## config.mk

```make
export PLATFORM = sky130hd
export DESIGN_NAME = muldiv_sequencer
export DESIGN_NICKNAME = d
export VERILOG_FILES = /design/src/rtl/muldiv_sequencer.sv
export SDC_FILE = /design/constraint.sdc
export NUM_CORES = 1
export LEC_CHECK = 0
export CAP_MARGIN = 5
export CORE_UTILIZATION = 55
export DETAILED_ROUTE_END_ITERATION = 7
export PLACE_DENSITY_LB_ADDON = 0.25
export SYNTH_ARGS = -nofsm -noshare
export SYNTH_HDL_FRONTEND = slang
export SYNTH_SLANG_ARGS = --single-unit
```

## constraint.sdc

```tcl
create_clock -name clk -period 3.3 [get_ports clk]
set_input_delay 0.66 -clock clk [delete_from_list [all_inputs] [get_ports clk]]
set_output_delay 0.66 -clock clk [all_outputs]
set_load 0.005 [all_outputs]
```

## src/rtl/muldiv_sequencer.sv

```systemverilog
// Iterative RV32M multiply/divide unit: 1 bit/cycle shift-add multiply and restoring
// divide, with pipeline stall request and tagged single-cycle done pulse.
module muldiv_sequencer #(
  parameter int unsigned XLEN = 32
) (
  input  logic            clk,
  input  logic            reset,
  input  logic            start,
  input  logic [2:0]      funct3,
  input  logic [XLEN-1:0] operand_a,
  input  logic [XLEN-1:0] operand_b,
  input  logic [4:0]      dest_reg_in,
  input  logic            flush,
  output logic            busy,
  output logic            stall_req,
  output logic            done,
  output logic [XLEN-1:0] result,
  output logic [4:0]      dest_reg_out
);

  localparam int unsigned CW = $clog2(XLEN);

  typedef enum logic [1:0] {IDLE, CALC, FIXUP, DONE} state_t;

  state_t            state, state_nx;
  logic [2:0]        op;
  logic [4:0]        tag;
  logic              neg;
  logic [CW-1:0]     counter;
  logic [2*XLEN-1:0] acc;
  logic [XLEN-1:0]   opnd;

  logic              accept, is_div, signed_a, signed_b, sa, sb;
  logic              div_zero, ovf, special, neg_in;
  logic [XLEN-1:0]   a_mag, b_mag, special_val;
  logic [XLEN:0]     mul_sum, trial;
  logic [2*XLEN-1:0] prod_fix;
  logic [XLEN-1:0]   quot_fix, rem_fix, fix_val;

  assign accept = start & ~flush & (state == IDLE);

  // Issue-time decode: magnitudes, result sign and the no-iteration special cases
  always_comb begin
    is_div   = funct3[2];
    signed_a = is_div ? ~funct3[0] : (funct3 == 3'b001 || funct3 == 3'b010);
    signed_b = is_div ? ~funct3[0] : (funct3 == 3'b001);
    sa       = signed_a & operand_a[XLEN-1];
    sb       = signed_b & operand_b[XLEN-1];
    a_mag    = sa ? (~operand_a + 1'b1) : operand_a;
    b_mag    = sb ? (~operand_b + 1'b1) : operand_b;
    neg_in   = (is_div & funct3[1]) ? sa : (sa ^ sb);
    div_zero = (operand_b == '0);
    ovf      = is_div & ~funct3[0] & (operand_a == {1'b1, {(XLEN-1){1'b0}}}) & (&operand_b);
    special  = is_div & (div_zero | ovf);
    // Overflowed DIV returns the dividend itself (0x8000_0000)
    if (div_zero) special_val = funct3[1] ? operand_a : '1;
    else          special_val = funct3[1] ? '0 : operand_a;
  end

  // Datapath: acc holds {hi, multiplier} for MUL, {remainder, quotient} for DIV
  always_comb begin
    mul_sum  = {1'b0, acc[2*XLEN-1:XLEN]} + (acc[0] ? {1'b0, opnd} : '0);
    trial    = acc[2*XLEN-1:XLEN-1] - {1'b0, opnd};
    prod_fix = neg ? (~acc + 1'b1) : acc;
    quot_fix = neg ? (~acc[XLEN-1:0] + 1'b1) : acc[XLEN-1:0];
    rem_fix  = neg ? (~acc[2*XLEN-1:XLEN] + 1'b1) : acc[2*XLEN-1:XLEN];
    if (op[2])              fix_val = op[1] ? rem_fix : quot_fix;
    else if (op[1:0] == '0) fix_val = prod_fix[XLEN-1:0];
    else                    fix_val = prod_fix[2*XLEN-1:XLEN];
  end

  always_ff @(posedge clk or negedge reset) begin
    if (!reset) state <= IDLE;
    else        state <= state_nx;
  end

  always_comb begin
    state_nx = state;
    case (state)
      IDLE:    if (accept) state_nx = special ? DONE : CALC;
      CALC:    if (flush) state_nx = IDLE;
               else if (counter == '0) state_nx = FIXUP;
      FIXUP:   state_nx = flush ? IDLE : DONE;
      DONE:    state_nx = IDLE;
      default: state_nx = IDLE;
    endcase
  end

  always_comb begin
    busy      = (state == CALC) || (state == FIXUP);
    done      = (state == DONE);
    stall_req = busy | accept;
  end

  always_ff @(posedge clk or negedge reset) begin
    if (!reset) begin
      op           <= '0;
      tag          <= '0;
      neg          <= 1'b0;
      counter      <= '0;
      acc          <= '0;
      opnd         <= '0;
      result       <= '0;
      dest_reg_out <= '0;
    end else begin
      case (state)
        IDLE: if (accept) begin
          op      <= funct3;
          tag     <= dest_reg_in;
          neg     <= neg_in;
          counter <= CW'(XLEN - 1);
          if (special) begin
            result       <= special_val;
            dest_reg_out <= dest_reg_in;
          end else if (is_div) begin
            acc  <= {{XLEN{1'b0}}, a_mag};
            opnd <= b_mag;
          end else begin
            acc  <= {{XLEN{1'b0}}, b_mag};
            opnd <= a_mag;
          end
        end
        CALC: begin
          counter <= counter - 1'b1;
          if (!op[2])         acc <= {mul_sum, acc[XLEN-1:1]};
          else if (!trial[XLEN]) acc <= {trial[XLEN-1:0], acc[XLEN-2:0], 1'b1};
          else                acc <= {acc[2*XLEN-2:0], 1'b0};
        end
        // Tag is copied to the output only here so a flushed op leaves the prior pair intact
        FIXUP: if (!flush) begin
          result       <= fix_val;
          dest_reg_out <= tag;
        end
        default: ;
      endcase
    end
  end

endmodule
```

==> run summary, run 1 <==
Run status - finished clean
Setup violations, final - 0
RSZ-0062 raised after global routing - true
Commonest non-fill, non-tap cell in the layout - buf_4
Post-route ant nets - 0
CTS clk-pin slew, worst paths - 80 ps
VDD IR-drop max - 718 uV
Top cells by area, synth - dfrtp_1 24%, a21oi_1 6.2%, ha_1 6.0%
Max_cap viols - 0
Maximum clock path buffer count - 2
Via density - 6.49
Crit path required time - 3580 ps
Share of cells above drive strength 1 - 0.212
Max_slew headroom - 0.347
Critical path capture point type - flip-flop
Drt drc - 0
CP Data Arrival Time - 3580 ps
Final Slew Violations - 0
TritonCTS clock tree - built
Syn_area_per_cell - 7.45 sq um
Total CTS buffers - 17
Post-route clock period utilization - 1.00
HPWL after DPL - 51.2 mm
Die height - 171 um
I/O Pins - 116
Min Tclk post-route - 3300 ps
Antenna violations before repair - 3
DIE WIDTH - 171 um
Leakage power - 8.95 nW
Top FF cell, synth - dfrtp_1
Max Clk Rate - 303 MHz
Initial core utilization - 0.564
Router iterations before antenna repair - 8
Final Hold Vio Count - 0
Yosys Warn Count - 0
GRT Total Usage - 0.439
DR iter-0 viols - 2487
Yosys reg bits - 149
PortBufs - 115
Footprint of the multi-input gates - 11500 sq um
Post-synth top area share - 0.236
Dpl cells - 2801
CP Launch Type - flip-flop
First-pass GRT wire length - 97.0 mm
Commonest non-fill, non-tap cells in the layout - 337 x buf_4, 226 x nor2_1, 222 x nand2_1
Hold Crit Class - input port to asynchronous set/reset pin
Std cell rows - 61
Setup Skew - 19.6 ps
Netlist cell types - 82
Wirelength per Cell - 23.0 um
Clock sinks - 149
Synth-to-layout area growth - 30.4%
Largest net degree at the start of global routing - 109
Layout Cells excl Fill - 2847
Ratio of total power to cell area - 1030 nW/um^2
Register area - 3730 sq um
Worst-path maximum fanout - 6
Synth async-reset ratio - 1.00
Post-Route Setup TNS - 0 ps
Die area - 29400 sq um
Root buf cell - clkbuf_16
Vias in the first global route - 16747
Via count - 18491
Fillers - 2173
Worst-margin pin slew - 980 ps
Post-synthesis net count - 2274
Fin nets - 2608
Routed WL - 65.5 mm
Post-Syn Area - 15800 sq um
Yosys top cell by area - dfrtp_1
Post-Syn Instances - 2120
Post-synthesis sequential area ratio - 0.236
H-tree Lvls - 4
Worst skew pair latency - 440 ps
Hold_buf cts - 0
EDFF count, synth - 0
Core footprint - 28000 sq um
Grt total ovfl - 0
GPL Wtd Cong - 1.08
CP Class - flip-flop to flip-flop
[logic make-up (layout without fill, tap and decap cells)]
family | count (synthesis) | count (layout) | share of synthesized area
adder cells (fa/ha/maj) | 99 | 99 | 0.0761
flip-flops | 149 | 149 | 0.236
other | 0 | 2 | 0
AND/OR/NAND/NOR | 701 | 701 | 0.206
buffers and inverters | 232 | 579 | 0.0570
XOR/XNOR | 186 | 186 | 0.103
multiplexers | 78 | 78 | 0.0532
AO/OA/AOI/OAI | 675 | 675 | 0.268
[state kept, by name (all words and copies together), names as in the netlist]
register and cells:
tag 5, state 2, result 32, dest_reg_out 5
opnd 32, counter 5, neg 1, acc 64
op 3
[Yosys cell counts (all sizes together) (20+ instances only)]
master and instances:
clkbuf 121, nand4 31, a211oi 34, mux2 37
or4 26, dfrtp 149, nand2 224, buf 32
o21ai 201, a31oi 20, xor2 80, nor2 229
o31ai 27, nand3 44, nor3 36, a21o 27
inv 77, a21oi 199, o221ai 20, xnor2 106
maj3 21, ha 76, mux2i 40
[critical path: stages (launching register included)]
cell	delay [ps]
dfrtp_1	420
inv_2	140
ha_1	270
a2111oi_2	370
o21ai_0	170
a311oi_1	300
o31a_1	220
nand3_2	150
xor2_4	340
mux2_2	380
nand3_1	160
o311ai_0	200
[final timing paths]
path                       cells past startpoint              end       startpoint  slack [ps]
min                                            1          acc[36]            reset         240
max                                           11          acc[44]         opnd[23]           2
min in group clk                               2  dest_reg_out[3]  dest_reg_out[3]         480
max reg2reg                                   11          acc[44]         opnd[23]           2
max in group asynchronous                      2           acc[0]            reset        2270
min reg2reg                                    2  dest_reg_out[3]  dest_reg_out[3]         480
[report_power, final]
part / internal [mW] / switching [mW] / leakage [nW]
registers: 2.66 / 0.769 / 1.82
logic: 6.63 / 9.09 / 6.84
clock network: 1.08 / 0.970 / 0.285
total: 10.4 / 10.8 / 8.95
[timing repair]
action	CTS	global route
gates cloned	0	2
setup endpoints to repair	48	86
pin swaps	2	28
buffers inserted	0	11
hold endpoints to repair	0	0
resized for setup	15	93
[per-layer routing]
metal	routed length (um)	share of wire	vias to the layer above	global-route usage
met5	27	0.00041	-	0
met4	3450	0.053	4	0.209
met3	8490	0.13	252	0.122
met2	27800	0.43	1254	0.659
met1	25700	0.39	8642	0.580
li1	-	-	8339	-
[per-stage QoR]
stage | hold slack, ps | util | total power [mW] | setup WS [ps] | instance area (sq um)
5_1_grt | 293 | 0.735 | 22.3 | -70.1 | 20600
3_5_place_dp | 468 | 0.696 | 17.9 | -649 | 19500
2_1_floorplan | 364 | - | 12.2 | 9.65 | 15800
3_3_place_gp | 455 | 0.696 | 17.6 | -528 | 19500
6_report | 240 | 0.735 | 21.2 | 1.61 | 20600
4_1_cts | 270 | 0.718 | 20.1 | -23.7 | 20100
[area by class of cell]
class,count,share of cell area
Tap cell,378,0.0230
Clock buffer,18,0.0208
Antenna cell,2,0.000243
Inverter,79,0.0144
Clock inverter,14,0.00766
Timing Repair Buffer,468,0.194
Sequential cell,149,0.181
Multi-Input combinational cell,1739,0.559
Power figures use the tool's default switching activity.
==> run 2, diff against run 1 <==
--- a/config.mk
+++ b/config.mk
@@ -6,6 +6,7 @@
 export NUM_CORES = 1
 export LEC_CHECK = 0
 export CAP_MARGIN = 5
+export CORE_ASPECT_RATIO = 0.6
 export CORE_UTILIZATION = 55
 export DETAILED_ROUTE_END_ITERATION = 7
 export PLACE_DENSITY_LB_ADDON = 0.25
==> run summary, run 2 (synthesis gave the netlist of run 1 again) <==
Grt total ovfl - 0 (unchanged)
Hold Crit Class - input port to asynchronous set/reset pin
GPL Wtd Cong - 1.07 (-0.48%)
R2R setup slack - 20 ps (about the same)
Die area - 29400 sq um (about the same)
Synth-to-layout area growth - 34.4%
Worst-path maximum fanout - 4 (-2)
Leakage power - 9.18 nW (+2.6%)
Post-layout util - 0.762 (+0.0266)
Worst skew pair latency - 470 ps (+30 ps)
Critical path capture point type - flip-flop
Max Clk Rate - 304 MHz (+0.41%)
Setup violations, final - 0 (unchanged)
Antenna violations before repair - 2 (-1)
Drt drc - 5 (+5)
Initial core utilization - 0.567 (+0.00276)
Max_slew headroom - 0.362 (+0.0149)
CP Class - flip-flop to flip-flop
Router iterations before antenna repair - 8 (unchanged)
Largest net degree at the start of global routing - 109 (unchanged)
Core footprint - 27900 sq um (-0.49%)
CP Data Arrival Time - 3610 ps (+30 ps)
Ratio of total power to cell area - 1060 nW/um^2 (+3.3%)
Pint - 10.8 mW (+4.3%)
Wirelength per Cell - 24.2 um (+5.3%)
RSZ-0062 raised after global routing - true
Register with the most flip-flops - acc
Fin nets - 2657 (+1.9%)
Worst-margin pin slew - 957 ps (-22.4 ps)
Crit path required time - 3630 ps (+50 ps)
Clock sinks - 149 (unchanged)
Total CTS buffers - 17 (unchanged)
VDD IR-drop max - 791 uV (+10%)
Root buf cell - clkbuf_16
Max_cap viols - 0 (unchanged)
Logic pwr share - 0.752 (+0.010)
CP Launch Type - flip-flop
HPWL after DPL - 54.7 mm (+6.9%)
Std cell rows - 47 (-23%)
Via density - 6.57 (+1.1%)
Commonest non-fill, non-tap cell in the layout - buf_4
Maximum clock path buffer count - 2 (unchanged)
DR iter-0 viols - 3012 (+21%)
Net switching power - 11.7 mW (+8.5%)
Max reg flops - 64 (unchanged)
Fin area - 21200 sq um (+3.1%)
TritonCTS clock tree - built
Final worst slack - 15.0 ps (+13.4 ps)
Hold_buf cts - 0 (unchanged)
Post-Route Setup TNS - 0 ps (unchanged)
GRT Total Usage - 0.462 (+0.0233)
Vias in the first global route - 17013 (+1.6%)
Sw Ratio - 0.521 (+0.00990)
First-pass GRT wire length - 101 mm (+4.3%)
Failing checks - DRC
Routed WL - 69.9 mm (+6.6%)
Dpl cell area - 19800 sq um (+1.9%)
CTS clk-pin slew, worst paths - 70 ps (about the same)
Min Tclk post-route - 3280 ps (-13.4 ps)
Top flop regs - acc (64), opnd (32), result (32)
H-tree Lvls - 4 (unchanged)
PortBufs - 115 (unchanged)
Final Slew Violations - 0 (unchanged)
Post-route ant nets - 0 (unchanged)
I/O Pins - 116 (unchanged)
N_diodes - 0 (-2)
Dpl ws - -530 ps (+119 ps)
Flop pwr share - 0.159 (-0.003)
Share of cells above drive strength 1 - 0.236 (+0.0249)
Run status - finished with violations
Design Power - 22.6 mW (+6.5%)
Clock share of power - 0.089 (-0.008)
Final Hold Vio Count - 0 (unchanged)
Die height - 133 um (-22%)
DIE WIDTH - 221 um (+29%)
Via count - 18937 (+2.4%)
Post-route clock period utilization - 0.995 (-0.00406)
Setup Skew - 19.1 ps (-0.456 ps)
Commonest non-fill, non-tap cells in the layout - 373 x buf_4, 227 x nor2_1, 222 x nand2_1
## run 2: cell count changes in the layout (fill, tap and decap cells not counted), sizes merged
cell,before,now
clkdlybuf4s50,95,104
clkinv,6,5
inv,85,86
bufinv,1,0
clkbuf,20,22
buf,353,399
dlymetal6s2s,18,9
diode,2,0
clkinvlp,1,3
## run 2: metrics by stage
stage / cells / hold slack, ps
after floorplan: 2120 / 364
after global routing: 2883 / 330
final: 2883 / 245
after global placement: 2829 / 455
after CTS: 2861 / 275
after detailed placement: 2829 / 470
## run 2: per-layer routing
metal  GRT usage  share of wire  vias to the layer above
met2       0.591           0.38                     1393
met5           0        0.00017                        -
li1            -              -                     8467
met1       0.657           0.42                     8892
met4       0.112          0.028                        2
met3       0.259           0.18                      183
## run 2: layout make-up
type,count,area (sq um)
Clock buffer,17,425
Clock inverter,15,155
Fill cell,2114,6640
Inverter,79,297
Multi-Input combinational cell,1739,11700
Sequential cell,149,3730
Tap cell,367,459
Timing Repair Buffer,517,4490
## run 2: repair_timing
item,CTS,global route
pin swaps,2,41
gates resized for setup,15,119
gates cloned,0,5
setup endpoints to repair,30,89
buffers inserted,0,17
## run 2: path summary, 6_finish.rpt
path	start	to	cells past startpoint
max in group asynchronous	reset	acc[29]	2
worst min register to register	result[17]	result[17]	2
worst max register to register	opnd[5]	acc[62]	13
worst max-delay path	opnd[5]	acc[62]	13
worst min-delay path	reset	result[17]	1
min in group clk	result[17]	result[17]	2
## run 2: power groups by stage
stage	clock, mW	sequential, mW	combinational (mW)
final	2.00	3.59	17.0
after global routing	2.06	3.65	17.8
after CTS	1.98	3.50	15.0
after detailed placement	0	3.53	14.9
after global placement	0	3.49	14.6
after floorplan	0	3.24	8.93
## run 2: worst max-delay path, cell delays in order (launching register included)
cell and delay [ps]:
dfrtp_1 390, inv_1 120, ha_1 280, a21oi_1 260, nor3b_2 310, a211oi_2 110, buf_4 180, a21oi_2 280
o21ai_1 230, o41ai_1 390, buf_4 170, xnor2_1 110, a22oi_2 200, o211ai_1 110
